--- config.mk ---
export PLATFORM = sky130hd
export DESIGN_NAME = mem_port_arbiter
export DESIGN_NICKNAME = d
export VERILOG_FILES = /design/src/rtl/mem_port_arbiter_pkg.sv /design/src/rtl/mem_port_arbiter_timeout_counter.sv /design/src/rtl/mem_port_arbiter.sv
export SDC_FILE = /design/constraint.sdc
export NUM_CORES = 1
export LEC_CHECK = 0
export BUFFER_PORTS_ARGS = -buffer_cell sky130_fd_sc_hd__buf_4
export CAP_MARGIN = 20
export CORE_MARGIN = 2
export CORE_UTILIZATION = 30
export DETAILED_ROUTE_END_ITERATION = 16
export GPL_TIMING_DRIVEN = 0
export HOLD_SLACK_MARGIN = 0.06
export SLEW_MARGIN = 20
export SYNTH_ARGS = -nofsm -noshare
export SYNTH_HDL_FRONTEND = slang
export SYNTH_SLANG_ARGS = --single-unit
export TNS_END_PERCENT = 30
--- constraint.sdc ---
create_clock -name clk -period 1.9 [get_ports clk]
set_input_delay 0.19 -clock clk [delete_from_list [all_inputs] [get_ports clk]]
set_output_delay 0.19 -clock clk [all_outputs]
set_load 0.02 [all_outputs]
--- src/rtl/mem_port_arbiter_pkg.sv ---
// Shared definitions for the instruction/data memory port arbiter.
package mem_port_arbiter_pkg;

    typedef enum logic [1:0] {
        ST_IDLE     = 2'd0,
        ST_SERVE_IF = 2'd1,
        ST_SERVE_DM = 2'd2
    } arb_state_t;

    localparam int ARB_TIMEOUT_DEFAULT      = 255;
    localparam int ARB_STARVE_LIMIT_DEFAULT = 4;

    // Bits needed to hold values 0..max_val, never less than one bit.
    function automatic int cnt_width(input int max_val);
        return (max_val < 1) ? 1 : $clog2(max_val + 1);
    endfunction

endpackage

--- src/rtl/mem_port_arbiter_timeout_counter.sv ---
// Wait-cycle counter for an in-flight memory transaction. Counts cycles
// spent waiting for mem_valid and flags when the count reaches TIMEOUT.
module arb_timeout_counter
    import mem_port_arbiter_pkg::*;
#(
    parameter int TIMEOUT = ARB_TIMEOUT_DEFAULT
)(
    input  logic i_clk,
    input  logic i_rst,
    input  logic i_clear,
    input  logic i_wait,
    output logic o_expired
);

    localparam int              CNT_W = cnt_width(TIMEOUT);
    localparam logic [CNT_W-1:0] TERM  = CNT_W'(TIMEOUT);

    logic [CNT_W-1:0] r_count;

    // Clear while no transaction is in flight, count wait cycles otherwise;
    // hold at the terminal value so the count can never wrap.
    always_ff @(posedge i_clk) begin
        if (!i_rst) begin
            r_count <= '0;
        end else if (i_clear) begin
            r_count <= '0;
        end else if (i_wait && !o_expired) begin
            r_count <= r_count + CNT_W'(1);
        end
    end

    assign o_expired = (r_count == TERM);

endmodule

--- src/rtl/mem_port_arbiter.sv ---
// Arbiter sharing one memory port between an instruction-fetch requester
// and a data requester. Data wins ties unless fetch has been passed over
// STARVE_LIMIT times in a row; stalled transactions abort after TIMEOUT
// wait cycles with an error completion.
//
//   state       | meaning
//   ------------+------------------------------------------------------
//   ST_IDLE     | no transaction in flight; arbitrate pending requests
//   ST_SERVE_IF | fetch transaction on the memory port, awaiting mem_valid
//   ST_SERVE_DM | data transaction on the memory port, awaiting mem_valid
module mem_port_arbiter
    import mem_port_arbiter_pkg::*;
#(
    parameter int ADDR_W       = 32,
    parameter int DATA_W       = 32,
    parameter int TIMEOUT      = ARB_TIMEOUT_DEFAULT,
    parameter int STARVE_LIMIT = ARB_STARVE_LIMIT_DEFAULT
)(
    input  logic              clk,
    input  logic              rst,

    input  logic              if_req,
    input  logic [ADDR_W-1:0] if_addr,
    input  logic [3:0]        if_mask,
    output logic              if_valid,
    output logic [DATA_W-1:0] if_rdata,
    output logic              if_err,

    input  logic              dm_req,
    input  logic              dm_we,
    input  logic [ADDR_W-1:0] dm_addr,
    input  logic [DATA_W-1:0] dm_wdata,
    input  logic [3:0]        dm_mask,
    output logic              dm_valid,
    output logic [DATA_W-1:0] dm_rdata,
    output logic              dm_err,

    output logic              mem_req,
    output logic              mem_we,
    output logic [ADDR_W-1:0] mem_addr,
    output logic [DATA_W-1:0] mem_wdata,
    output logic [3:0]        mem_mask,
    input  logic [DATA_W-1:0] mem_rdata,
    input  logic              mem_valid
);

    localparam int              SC_W       = cnt_width(STARVE_LIMIT);
    localparam logic [SC_W-1:0] STARVE_MAX = SC_W'(STARVE_LIMIT);

    arb_state_t        r_state;
    arb_state_t        w_state_nxt;

    logic              w_serving;
    logic              w_grant_if;
    logic              w_grant_dm;
    logic              w_done;
    logic              w_abort;
    logic              w_expired;
    logic              w_if_fin;
    logic              w_dm_fin;
    logic              w_fetch_starved;

    logic [SC_W-1:0]   r_starve;

    logic              r_mem_req;
    logic              r_mem_we;
    logic [ADDR_W-1:0] r_mem_addr;
    logic [DATA_W-1:0] r_mem_wdata;
    logic [3:0]        r_mem_mask;

    logic              r_if_valid;
    logic              r_if_err;
    logic [DATA_W-1:0] r_if_rdata;
    logic              r_dm_valid;
    logic              r_dm_err;
    logic [DATA_W-1:0] r_dm_rdata;

    assign w_serving       = (r_state == ST_SERVE_IF) || (r_state == ST_SERVE_DM);
    assign w_fetch_starved = if_req && (r_starve == STARVE_MAX);
    assign w_if_fin        = (w_done || w_abort) && (r_state == ST_SERVE_IF);
    assign w_dm_fin        = (w_done || w_abort) && (r_state == ST_SERVE_DM);

    // State register.
    always_ff @(posedge clk) begin
        if (!rst) begin
            r_state <= ST_IDLE;
        end else begin
            r_state <= w_state_nxt;
        end
    end

    // Grant selection in IDLE; completion or timeout decode while serving.
    // mem_valid wins over an expiring wait count, so a response arriving on
    // the last allowed cycle still completes normally.
    always_comb begin
        w_state_nxt = r_state;
        w_grant_if  = 1'b0;
        w_grant_dm  = 1'b0;
        w_done      = 1'b0;
        w_abort     = 1'b0;
        case (r_state)
            ST_IDLE: begin
                if (dm_req && !w_fetch_starved) begin
                    w_grant_dm  = 1'b1;
                    w_state_nxt = ST_SERVE_DM;
                end else if (if_req) begin
                    w_grant_if  = 1'b1;
                    w_state_nxt = ST_SERVE_IF;
                end
            end
            ST_SERVE_IF, ST_SERVE_DM: begin
                if (mem_valid) begin
                    w_done      = 1'b1;
                    w_state_nxt = ST_IDLE;
                end else if (w_expired) begin
                    w_abort     = 1'b1;
                    w_state_nxt = ST_IDLE;
                end
            end
            default: begin
                w_state_nxt = ST_IDLE;
            end
        endcase
    end

    arb_timeout_counter #(
        .TIMEOUT (TIMEOUT)
    ) u_timeout (
        .i_clk     (clk),
        .i_rst     (rst),
        .i_clear   (!w_serving),
        .i_wait    (w_serving && !mem_valid),
        .o_expired (w_expired)
    );

    // Starvation tracking: counts data grants that overtook a pending fetch.
    always_ff @(posedge clk) begin
        if (!rst) begin
            r_starve <= '0;
        end else if (w_grant_if) begin
            r_starve <= '0;
        end else if (w_grant_dm && if_req && (r_starve != STARVE_MAX)) begin
            r_starve <= r_starve + SC_W'(1);
        end
    end

    // Memory port: launch the granted request and hold it until it ends.
    always_ff @(posedge clk) begin
        if (!rst) begin
            r_mem_req   <= 1'b0;
            r_mem_we    <= 1'b0;
            r_mem_addr  <= '0;
            r_mem_wdata <= '0;
            r_mem_mask  <= '0;
        end else if (w_grant_dm) begin
            r_mem_req   <= 1'b1;
            r_mem_we    <= dm_we;
            r_mem_addr  <= dm_addr;
            r_mem_wdata <= dm_wdata;
            r_mem_mask  <= dm_mask;
        end else if (w_grant_if) begin
            r_mem_req   <= 1'b1;
            r_mem_we    <= 1'b0;
            r_mem_addr  <= if_addr;
            r_mem_wdata <= '0;
            r_mem_mask  <= if_mask;
        end else if (w_done || w_abort) begin
            r_mem_req   <= 1'b0;
        end
    end

    // Requester responses: one-cycle valid pulse, read data held until the
    // same requester completes again; an aborted transaction returns zero.
    always_ff @(posedge clk) begin
        if (!rst) begin
            r_if_valid <= 1'b0;
            r_if_err   <= 1'b0;
            r_if_rdata <= '0;
            r_dm_valid <= 1'b0;
            r_dm_err   <= 1'b0;
            r_dm_rdata <= '0;
        end else begin
            r_if_valid <= w_if_fin;
            r_if_err   <= w_if_fin && w_abort;
            r_dm_valid <= w_dm_fin;
            r_dm_err   <= w_dm_fin && w_abort;
            if (w_if_fin) begin
                r_if_rdata <= w_done ? mem_rdata : '0;
            end
            if (w_dm_fin) begin
                r_dm_rdata <= w_done ? mem_rdata : '0;
            end
        end
    end

    assign mem_req   = r_mem_req;
    assign mem_we    = r_mem_we;
    assign mem_addr  = r_mem_addr;
    assign mem_wdata = r_mem_wdata;
    assign mem_mask  = r_mem_mask;

    assign if_valid  = r_if_valid;
    assign if_err    = r_if_err;
    assign if_rdata  = r_if_rdata;
    assign dm_valid  = r_dm_valid;
    assign dm_err    = r_dm_err;
    assign dm_rdata  = r_dm_rdata;

endmodule

==> flow_metrics.tcl <==
set metrics [dict create \
    synthFlopType "dfxtp_1" \
    synth_top_area_frac 0.566 \
    route.vias.total 5674 \
    diodes 0 \
    die-area_sq_mm 0.0189 \
    worst_pin_slew_ps 546 \
    drive_gt1_frac 0.372 \
    drv_cap 0 \
    cts_tree "done" \
    worstHoldPathType "primary input to flop" \
    fmax_ghz 0.547 \
    yosysTopAreaCell "dfxtp_1" \
    rsz0062_at_grt "true" \
    hold_viol_final 0 \
    synth_edf_count 0 \
    synthesis.instances 556 \
    cts_buffers 17 \
    relSlewSlack 0.636 \
    status "completed" \
    async_reset_ff_frac 0 \
    dp.cells 1060 \
    layout_commonest_cell "buf_4" \
    finalMaxSlewViolations 0 \
    core_sq_mm 0.0174 \
    io-pin-count 280 \
    grt_pass1_vias 5689 \
    syn_area_sq_mm 0.00534 \
    syn_avg_cell_area_sq_um 9.61 \
    drtIter0Drc 230 \
    ys_top_cells_by_area "dfxtp_1 (57%), a22o_1 (11%), nor3_1 (7.0%)" \
    fp-row-count 48 \
    area_growth_pct 73.5 \
    antenna_found_initial 0 \
    setup.worst_path.end_class "flop" \
    track_usage 0.198 \
    setup_tns_ps 0 \
    ant_nets 0 \
    layout_common_cells "buf_4 (281), dfxtp_1 (150), dlygate4sd3_1 (85)" \
    grt_max_degree 17 \
    vias_per_cell 4.82 \
    htreeDepth 4 \
    ys_ff_latch 151 \
    required_ps 2250 \
    power_density_mw_per_mm2 916 \
    dp_hpwl_mm 13.2 \
    setup_viol 0 \
    min_from "if_addr[16]" \
    wl_per_cell_um 16.1 \
    n_fill_cell 1611 \
    numPortBuffers 279 \
    p_leak_uw 0.00420 \
    firstDrtPassIters 4 \
    ir_drop_mv 0.647 \
    synth_fp_nets 704 \
    min_period_over_period 0.962 \
    clkSlewWorstSetupHoldPaths_ps 60 \
    root_buffer "clkbuf_16" \
    die_x_um 137 \
    skew_ps 13.1 \
    fin_hold_ws_ps 69.9 \
    switching_share 0.282 \
    internal-power_uw 6100 \
    crit_start "r_state[1]" \
    grt_pass1_wl_mm 29.0 \
    nNetsFinal 1086 \
    path_max_fanout 8 \
    synth_warnings 0 \
    seq_area_frac_synth 0.566 \
    r2r-start "r_state[1]" \
    synth.distinct_cells 36 \
    drc 0 \
    crit_type "flop to flop" \
    p_sw_uw 2390 \
    layoutNonFillerInstCount 1176 \
    fin_crit_ps 1830 \
    final_util 0.534 \
    worst_skew_pair.late_latency_ps 420 \
    place_congestion 0.810 \
    fp.dieH_um 137 \
    start_kind "flop" \
    clockPowerShare 0.394 \
    sequentialPowerShare 0.408 \
    cts_buffer_depth 2 \
    crit_arrival_ps 2180 \
    routed_wl_mm 18.9 \
    cts.sinks 151 \
    grt_overflow 0 \
    pwr-share-comb 0.198 \
    initial_core_util 0.308 \
]
[state kept, by name, summed over array words and instances, names as in the netlist]
signal and cells:
mem_mask 4, mem_req 1, r_starve 3, if_valid 1
dm_rdata 32, u_timeout.r_count 8, dm_err 1, mem_wdata 32
mem_we 1, if_err 1, mem_addr 32, if_rdata 32
r_state 2, dm_valid 1
[metrics by stage]
stage / power (uW) / cell area, sq um / setup WS [ps]
floorplan: 4280 / 5340 / 140
global placement: 5030 / 7720 / -256
global route: 8900 / 9270 / -14.2
detailed placement: 5040 / 7720 / -326
finish: 8490 / 9270 / 71.5
CTS: 8560 / 9180 / -33.3
[cells by family after synthesis]
family / count (synthesis) / share of synthesized area
adders and majority gates: 6 / 0.0141
AOI/OAI and AO/OA: 155 / 0.212
and+or+nand+nor: 187 / 0.159
muxes: 2 / 0.00375
buffers and inverters: 51 / 0.0379
xor gates and xnor gates: 4 / 0.00656
DFF: 151 / 0.566
[layout make-up]
| type | count | area, sq um | area share |
|---|---|---|---|
| clock inverters | 12 | 145 | 0.0157 |
| clock buffers | 20 | 437 | 0.0471 |
| flip-flops and latches | 151 | 3020 | 0.326 |
| well taps | 225 | 282 | 0.0304 |
| plain buffers | 44 | 230 | 0.0248 |
| multi-input cells | 354 | 2190 | 0.236 |
| repair buffers | 364 | 2950 | 0.318 |
| inverters | 6 | 22.5 | 0.00243 |
[layer usage]
| layer | routed length (um) | GRT usage |
|---|---|---|
| met5 | 0 | 0 |
| met4 | 354 | 0.0710 |
| met3 | 1660 | 0.0710 |
| met2 | 8890 | 0.335 |
| met1 | 7980 | 0.230 |
[power by group through the flow]
stage	clock network [uW]	registers, uW	logic [uW]
floorplan	0	3750	529
global placement	0	3530	1500
detailed placement	0	3530	1510
CTS	3430	3470	1660
global route	3580	3490	1830
finish	3340	3470	1680
[synthesized netlist by cell type, types with 2 or more instances]
| master | number |
|---|---|
| a21oi_1 | 7 |
| a22o_1 | 65 |
| a22oi_1 | 33 |
| a31oi_1 | 2 |
| and3_1 | 4 |
| buf_1 | 2 |
| buf_2 | 9 |
| clkbuf_1 | 34 |
| dfxtp_1 | 151 |
| ha_1 | 6 |
| inv_1 | 6 |
| mux2i_1 | 2 |
| nand2_1 | 10 |
| nand3_1 | 6 |
| nor2_1 | 82 |
| nor3_1 | 75 |
| o211ai_1 | 2 |
| o21ai_0 | 38 |
| o31ai_1 | 2 |
| or4_1 | 2 |
| xor2_1 | 3 |
[what timing repair did]
action | CTS | global route
endpoints found under the hold margin | 115 | 1
gates resized for setup | 24 | 37
hold buffers | 84 | 1
setup buffers | 0 | 0
setup endpoints to repair | 132 | 124
[critical path: stages, from the launching register on]
cell	delay, ps
dfxtp_1	330
inv_1	90
ha_4	330
and2b_2	230
o21ai_4	110
or4_4	520
a21oi_1	150
[path summary, 6_finish.rpt]
check	end	slack, ps	depth (start not counted)
worst min-delay path	mem_addr[16]	70	3
worst max register to register	u_timeout.r_count[5]	70	6
worst min register to register	if_rdata[22]	470	1
worst max-delay path	u_timeout.r_count[5]	70	6
No activity file was read; power rests on OpenSTA's default activity.
